--- config.mk ---
export PLATFORM = sky130hd
export DESIGN_NAME = regfile_wb_arbiter
export DESIGN_NICKNAME = d
export VERILOG_FILES = /design/src/rtl/regfile_wb_arbiter.sv
export SDC_FILE = /design/constraint.sdc
export NUM_CORES = 1
export LEC_CHECK = 0
export BUFFER_PORTS_ARGS = -buffer_cell sky130_fd_sc_hd__buf_2
export CORE_MARGIN = 2
export CORE_UTILIZATION = 45
export DETAILED_ROUTE_END_ITERATION = 16
export PLACE_DENSITY = 0.7
export RECOVER_POWER = 50
export SYNTH_ARGS = -nofsm -noshare
export SYNTH_HDL_FRONTEND = slang
export SYNTH_SLANG_ARGS = --single-unit
--- constraint.sdc ---
create_clock -name clk -period 3.4 [get_ports clk]
set_input_delay 0.51 -clock clk [delete_from_list [all_inputs] [get_ports clk]]
set_output_delay 0.51 -clock clk [all_outputs]
set_load 0.005 [all_outputs]
--- src/rtl/regfile_wb_arbiter.sv ---
`default_nettype none
// ============================================================================
// Module   : regfile_wb_arbiter
// Purpose  : Shares the register-file write port between the ALU (priority)
//            and a buffered LSU writeback path; tracks outstanding loads.
// Option   : RF_WB_STARVE_GUARD_EN - forces an LSU grant after STARVE_LIM
//            waiting cycles, stalling the ALU for that one cycle.
// Revision : 1.0 - initial release
// ============================================================================
module regfile_wb_arbiter #(
    parameter int DATA_W     = 32,
    parameter int ADDR_W     = 5,
    parameter int NREG       = 32,
    parameter int QDEPTH     = 2,
    parameter int STARVE_LIM = 4
) (
    input  logic                       clk,
    input  logic                       rst_n,
    input  logic                       alu_valid,
    input  logic [ADDR_W-1:0]          alu_rd,
    input  logic [DATA_W-1:0]          alu_data,
    output logic                       alu_stall,
    input  logic                       lsu_valid,
    output logic                       lsu_ready,
    input  logic [ADDR_W-1:0]          lsu_rd,
    input  logic [DATA_W-1:0]          lsu_data,
    input  logic                       issue_valid,
    input  logic                       issue_is_load,
    input  logic [ADDR_W-1:0]          issue_rd,
    input  logic [ADDR_W-1:0]          chk_rs1,
    input  logic [ADDR_W-1:0]          chk_rs2,
    input  logic [ADDR_W-1:0]          chk_rd,
    output logic                       hazard,
    output logic                       wr_en,
    output logic [ADDR_W-1:0]          wr_addr,
    output logic [DATA_W-1:0]          wr_data,
    output logic [NREG-1:0]            busy_mask,
    output logic [$clog2(QDEPTH):0]    fifo_count
);

    localparam int PTR_W = $clog2(QDEPTH);
    localparam int CNT_W = PTR_W + 1;

    if (QDEPTH < 2 || (QDEPTH & (QDEPTH - 1)) != 0 || STARVE_LIM < 1 ||
        NREG != (1 << ADDR_W)) begin : g_param_check
        $error("regfile_wb_arbiter: illegal parameter combination");
    end

    // ------------------------------------------------------------------
    // LSU writeback FIFO
    // ------------------------------------------------------------------
    logic [ADDR_W-1:0] fifo_rd_mem   [QDEPTH];
    logic [DATA_W-1:0] fifo_data_mem [QDEPTH];

    logic [PTR_W-1:0]  wptr_q, wptr_d;
    logic [PTR_W-1:0]  rptr_q, rptr_d;
    logic [CNT_W-1:0]  count_q, count_d;

    logic              fifo_empty;
    logic              fifo_full;
    logic              push;
    logic              pop;
    logic [ADDR_W-1:0] head_rd;
    logic [DATA_W-1:0] head_data;

    assign fifo_empty = (count_q == '0);
    assign fifo_full  = (count_q == CNT_W'(QDEPTH));
    assign lsu_ready  = !fifo_full;
    assign push       = lsu_valid && lsu_ready;
    assign head_rd    = fifo_rd_mem[rptr_q];
    assign head_data  = fifo_data_mem[rptr_q];
    assign fifo_count = count_q;

    always_ff @(posedge clk) begin
        if (push) begin
            fifo_rd_mem[wptr_q]   <= lsu_rd;
            fifo_data_mem[wptr_q] <= lsu_data;
        end
    end

    // ------------------------------------------------------------------
    // Arbitration
    // ------------------------------------------------------------------
    logic starve;
    logic grant_alu;
    logic grant_lsu;

`ifdef RF_WB_STARVE_GUARD_EN
    localparam int SC_W = $clog2(STARVE_LIM + 1);

    logic [SC_W-1:0] starve_cnt_q, starve_cnt_d;

    assign starve    = !fifo_empty && (starve_cnt_q == SC_W'(STARVE_LIM));
    assign alu_stall = starve && alu_valid;

    always_comb begin
        starve_cnt_d = starve_cnt_q;
        if (fifo_empty || grant_lsu) begin
            starve_cnt_d = '0;
        end else if (starve_cnt_q != SC_W'(STARVE_LIM)) begin
            starve_cnt_d = starve_cnt_q + SC_W'(1);
        end
    end

    always_ff @(posedge clk or negedge rst_n) begin
        if (!rst_n) begin
            starve_cnt_q <= '0;
        end else begin
            starve_cnt_q <= starve_cnt_d;
        end
    end
`else
    assign starve    = 1'b0;
    assign alu_stall = 1'b0;
`endif

    assign grant_lsu = starve || (!alu_valid && !fifo_empty);
    assign grant_alu = !starve && alu_valid;
    assign pop       = grant_lsu;

    always_comb begin
        wptr_d  = wptr_q;
        rptr_d  = rptr_q;
        if (push) begin
            wptr_d = wptr_q + PTR_W'(1);
        end
        if (pop) begin
            rptr_d = rptr_q + PTR_W'(1);
        end
        count_d = count_q + CNT_W'(push) - CNT_W'(pop);
    end

    // ------------------------------------------------------------------
    // Registered register-file write port
    // ------------------------------------------------------------------
    logic              wr_en_q,   wr_en_d;
    logic [ADDR_W-1:0] wr_addr_q, wr_addr_d;
    logic [DATA_W-1:0] wr_data_q, wr_data_d;

    // x0 grants are consumed and still load address/data, but never write.
    always_comb begin
        wr_en_d   = 1'b0;
        wr_addr_d = wr_addr_q;
        wr_data_d = wr_data_q;
        if (grant_alu) begin
            wr_en_d   = (alu_rd != '0);
            wr_addr_d = alu_rd;
            wr_data_d = alu_data;
        end else if (grant_lsu) begin
            wr_en_d   = (head_rd != '0);
            wr_addr_d = head_rd;
            wr_data_d = head_data;
        end
    end

    assign wr_en   = wr_en_q;
    assign wr_addr = wr_addr_q;
    assign wr_data = wr_data_q;

    // ------------------------------------------------------------------
    // Outstanding-load scoreboard
    // ------------------------------------------------------------------
    logic [NREG-1:0] busy_q, busy_d;

    // Clear first so a same-edge set for a newly issued load wins.
    always_comb begin
        busy_d = busy_q;
        if (grant_lsu) begin
            busy_d[head_rd] = 1'b0;
        end
        if (issue_valid && issue_is_load && (issue_rd != '0)) begin
            busy_d[issue_rd] = 1'b1;
        end
        busy_d[0] = 1'b0;
    end

    assign busy_mask = busy_q;
    assign hazard    = busy_q[chk_rs1] || busy_q[chk_rs2] || busy_q[chk_rd];

    always_ff @(posedge clk or negedge rst_n) begin
        if (!rst_n) begin
            wptr_q    <= '0;
            rptr_q    <= '0;
            count_q   <= '0;
            wr_en_q   <= 1'b0;
            wr_addr_q <= '0;
            wr_data_q <= '0;
            busy_q    <= '0;
        end else begin
            wptr_q    <= wptr_d;
            rptr_q    <= rptr_d;
            count_q   <= count_d;
            wr_en_q   <= wr_en_d;
            wr_addr_q <= wr_addr_d;
            wr_data_q <= wr_data_d;
            busy_q    <= busy_d;
        end
    end

endmodule
`default_nettype wire

# Yosys cells after proc, flatten, opt, wreduce, memory -nomap -nowiden
# Memories as Yosys holds them, arrays and structs flattened.
# Index checks and enable logic that the tools add are counted.
# word_totals
reg_bits,73
mem_bits_rw,74
output_inout_bits,75
wordCells,60
n_memories,2
# classes
addsub,4
order_cmp,7
n_eq_ne,1
muxes,20
bitwise,3
n_reduce_logical,16
# mem_list
name,depth,word_bits,rd,rd_clocked_by_memory_dff,write_ports,line_no,source
fifo_data_mem,2,32,1,0,1,53,logic [DATA_W-1:0] fifo_data_mem [QDEPTH];
fifo_rd_mem,2,5,1,0,1,52,logic [ADDR_W-1:0] fifo_rd_mem [QDEPTH];
# ops
cell,n
$mux 32,4
$and 32x32->32,1
$not 32->32,1
$or 32x32->32,1
$lt 5x6->1 const B,5
$bmux 1 s5,3
$reduce_bool 5->1,3
$demux 1 s5,2
$ge 5x1->1 const B,2
$mux 5,2
$mux 1,9
$logic_and 1x1->1,6
$logic_not 1->1,3
$add 1x1->1 const B,2
$add 2x1->2,1
$eq 2x2->1 const B,1
$logic_not 2->1,1
$logic_or 1x1->1,2
$reduce_bool 2->1,1
$sub 2x1->2,1

# Depth between registers and ports, before layout
# An unclocked memory read counts as a cell.
# logic_depth
ltp_word,10
ltp_mapped,8
mapped_depth_nobuf,7

# Worst setup path after synthesis
# Ideal clock, no wire load.
# synth_path
path_kind,register to register
start,"reg count_q[0], in the netlist fifo_count[0]"
end,"mem fifo_data_mem[0][0], enable pin"
arrival_time_ps,2227
required_time_ps,2969
path_slack_ps,742
stages_incl_launch_ff,4
n_path_buf,0
period_less_slack_ps,2658
cell_sequence,dfrtp_1 nand2b_1 nand2_1 nor2_1
# synth_via
elab_chain_len,5
# synth_lines
item,line_no,source
start: declaration,57,"logic [CNT_W-1:0] count_q, count_d;"
start signal: assignment,192,count_q <= count_d;
$eq 2x2->1,67,assign fifo_full = (count_q == CNT_W'(QDEPTH));
$logic_not 1->1,68,assign lsu_ready = !fifo_full;
named net lsu_ready,24,"output logic lsu_ready,"
$logic_and 1x1->1,69,assign push = lsu_valid && lsu_ready;
$mux 1,75,if (push) begin
$mux 1 (not written as such),77,fifo_data_mem[wptr_q] <= lsu_data;
end: declaration,53,
# The timed path passes the listed nets, and every way through them passes these cells.

# Worst setup path in the final report
# layout_path
start,"reg busy_q[25], in the netlist busy_mask[25]"
end,out hazard
# layout_via
elab_chain_len,4
word_cells_on_any_way,8
cone_classes,6 x mux; 2 x reduce/logical
# layout_lines
item,line_no,source
start: declaration,163,"logic [NREG-1:0] busy_q, busy_d;"
start signal: assignment,196,busy_q <= busy_d;
$bmux 1 s5,178,assign hazard = busy_q[chk_rs1] || busy_q[chk_rs2] || busy_q[chk_rd];
$mux 1 (not written as such),178,
$logic_or 1x1->1,178,
$logic_or 1x1->1 (*),178,
end: declaration,33,"output logic hazard,"
# Mark *: on every way between the ends. The rest lies on a longest branch, timed or not. The select of a mux whose other input is x is not followed.

==> out/metrics.csv <==
metric,value,unit
result of the run,"finished, violations left",
violations in the final reports,"capacitance limit, slew limit",
Tightest Pin Transition,1863,ps
# hold bufs at CTS,0,
Setup TNS Final,0,ps
Max Buffers Root-to-Sink,2,
ys async rst share,49.66,%
Row Count,44,
fraction of final layout cells sized beyond drive strength 1,29.13,%
total routing usage reported by global routing,22.44,%
core box area,0.01453,mm^2
global-route wire length before repair,27.59,mm
effective utilization at floorplan,46.21,%
number of cells produced by synthesis,560,
sequential cell area fraction in the yosys report,60.28,%
placer congestion estimate,0.8968,
final critical-path share of the clock period,79.86,%
"Setup violations, final",0,
latest clock arrival within the worst-skew pair,410,ps
maximum clock frequency,368.3,MHz
master of the slowest instance on the critical path,sky130_fd_sc_hd__mux4_1,
Die Span X,126.2,um
worst IR drop on VDD,0.4008,mV
first-pass detailed-route iteration total,5,
cell count after placement,890,
post-detailed-route DRC marker count,0,
layout-stage area growth over the synthesis result,22.88,%
cell class contributing the biggest share of worst-path delay,multiplexers,
Post-CTS Setup Repair Bufs,0,
total power draw,0.007014,W
combined area of all synthesized cells,0.006716,mm^2
DRT antenna net count,0,
busiest metal layer after global routing,met2,
number of buffer and inverter instances along the worst setup path,1,
ratio of routed vias to standard cells,5.587,
final core utilization,56.78,%
top cell type's share of synthesized area,33.08,%
met2 Use GR,38.08,%
total congestion overflow,0,
total I/O pin count,175,
1st-iter DRT viols,366,
crit path launch type,flop,
count of input and output buffers,172,
CTS H-tree depth,4,
number of clock sinks,147,
slew margin rel.,-24.21,%
largest stage delay on the critical path,530,ps
"area leader, netlist",sky130_fd_sc_hd__edfxtp_1,
class of the most critical setup path,flop to output pin,
Layout Skew,9.575,ps
worst-path maximum fanout,5,
worst hold slack after final layout,284.7,ps
unrepaired setup endpoints after global routing,no,
Vias,5157,
Root Buffer,sky130_fd_sc_hd__clkbuf_16,
fin nets,827,
number of global-route vias before repair,5085,
worst hold path class,input port to flop,
routed len/inst,19.26,um
critical path capture point type,output pin,
arrival time worst endpoint,2210,ps
clk slew on worst S/H paths,60,ps
max-slew violation total from the final report,74,
Final Critical Period,2715,ps
met1 usage,28.19,%
required time of the worst setup path,2890,ps
count of different cell masters after synthesis,44,
half-perimeter wire length of the detailed placement result,12.74,mm
clock tree from TritonCTS,built,
number of buffers added by the clock tree synthesis step,17,
number of flops mapped to enable cells by yosys,74,
Syn Area/Cell,11.99,um^2
largest cells by area after synthesis,"sky130_fd_sc_hd__edfxtp_1 (33%), sky130_fd_sc_hd__dfrtp_1 (27%), sky130_fd_sc_hd__o21ai_0 (7.7%)",
flip-flop and latch count after synthesis,147,
number of hold-slack violations in the final timing report,0,
maximum number of pins on one net before global-route repair,74,
number of synthesis warnings,0,
post-cts gate resize count,0,
die height,126.2,um
drt total wl,17.78,mm
met3 capacity usage during global routing,5.607,%
# Max-Cap Violations,1,
floorplan die area,0.01592,mm^2
number of antenna violations at the first check in global routing,2,
crit path cell chain,mux4_1 -> mux2i_1 -> nor3b_1 -> nor4_2 -> nand3_1 -> buf_2,
static leakage,3.482,nW
commonest register cell after synthesis,sky130_fd_sc_hd__edfxtp_1,
non-filler cells in the finished layout,923,
Cell Pwr Density,849.8,mW/mm^2
## state kept, by name, indices dropped and copies added (netlist names)
name,flops
rptr_q,1
fifo_count,2
wr_addr,5
wptr_q,1
fifo_data_mem,64
wr_en,1
fifo_rd_mem,10
busy_mask,31
wr_data,32
## report_power, final
part           total (W)  internal [W]  switching [W]  leakage [nW]
sequential       0.00300       0.00245       0.000546          1.59
clock            0.00189       0.00118       0.000717         0.277
combinational    0.00212      0.000958        0.00117          1.61
total            0.00701       0.00459        0.00243          3.48
## cells by family after synthesis
group,after synthesis,share of synthesized area (%)
buf+inv,36,2.869
flops,147,60.28
fa+ha+maj,2,0.3725
mux,70,13.77
other cells,1,0.05583
xor+xnor,4,0.5217
simple gates,150,10.41
compound gates,150,11.72
## synth_stat cells, types with 6 or more instances
cell type and count:
sky130_fd_sc_hd__mux2i_1 41, sky130_fd_sc_hd__mux2_2 12, sky130_fd_sc_hd__o21ai_0 103, sky130_fd_sc_hd__mux4_2 15, sky130_fd_sc_hd__buf_4 6, sky130_fd_sc_hd__dfrtp_1 73
sky130_fd_sc_hd__a21oi_1 32, sky130_fd_sc_hd__clkbuf_1 10, sky130_fd_sc_hd__buf_2 10, sky130_fd_sc_hd__edfxtp_1 74, sky130_fd_sc_hd__nor2_1 45, sky130_fd_sc_hd__nand2_1 59
sky130_fd_sc_hd__nand2b_1 8, sky130_fd_sc_hd__nand3_1 7
## path summary, 6_finish.rpt
check / start / to / slack (ps) / cells past startpoint
setup / recovery: busy_mask[25] / hazard / 680 / 6
hold / removal: lsu_data[19] / fifo_data_mem[0][19] / 280 / 1
setup reg to reg: fifo_count[1] / fifo_data_mem[0][27] / 1200 / 4
hold reg to reg: wptr_q / wptr_q / 500 / 1
max in group asynchronous: rst_n / wr_data[1] / 1680 / 1
min in group asynchronous: rst_n / busy_mask[26] / 610 / 1
## metrics by stage
step	cell area, um^2	worst slack, ps
global route	8250	591.9
floorplan	6720	742.0
detailed placement	7687	745.8
finish	8253	684.7
global placement	7687	807.6
CTS	8292	653.3
## cell usage in the layout (no fill, tap or decap), drive strengths merged, types with 8 or more instances in the layout
cell    count
buf       151
mux2i      41
nand2      59
nand2b      8
dfrtp      73
a21oi      32
mux2       13
o21ai     105
nor2       45
edfxtp     74
mux4       16
clkbuf     45
## routing by layer
metal,vias to the layer above,wire [um]
met5,-,13
met4,2,398
met3,39,1309
met2,211,8790
met1,2508,7268
li1,2397,-
## area by class of cell
| class | instances | area [um^2] |
|---|---|---|
| multi-input cells | 378 | 2487 |
| well taps | 184 | 230.2 |
| clock buffers | 20 | 446.7 |
| diodes | 1 | 2.502 |
| flip-flops and latches | 147 | 4049 |
| inverters | 5 | 18.77 |
| clock inverters | 12 | 157.7 |
| fillers | 1258 | 6281 |
| repair buffers | 176 | 860.8 |
## worst reg2reg max path: cells and delay by family (launching register included)
kind / cells / cell delay [ps]
flops: 1 / 460
buf+inv: 1 / 510
simple gates: 3 / 860
(Power assumes the default switching activity.)
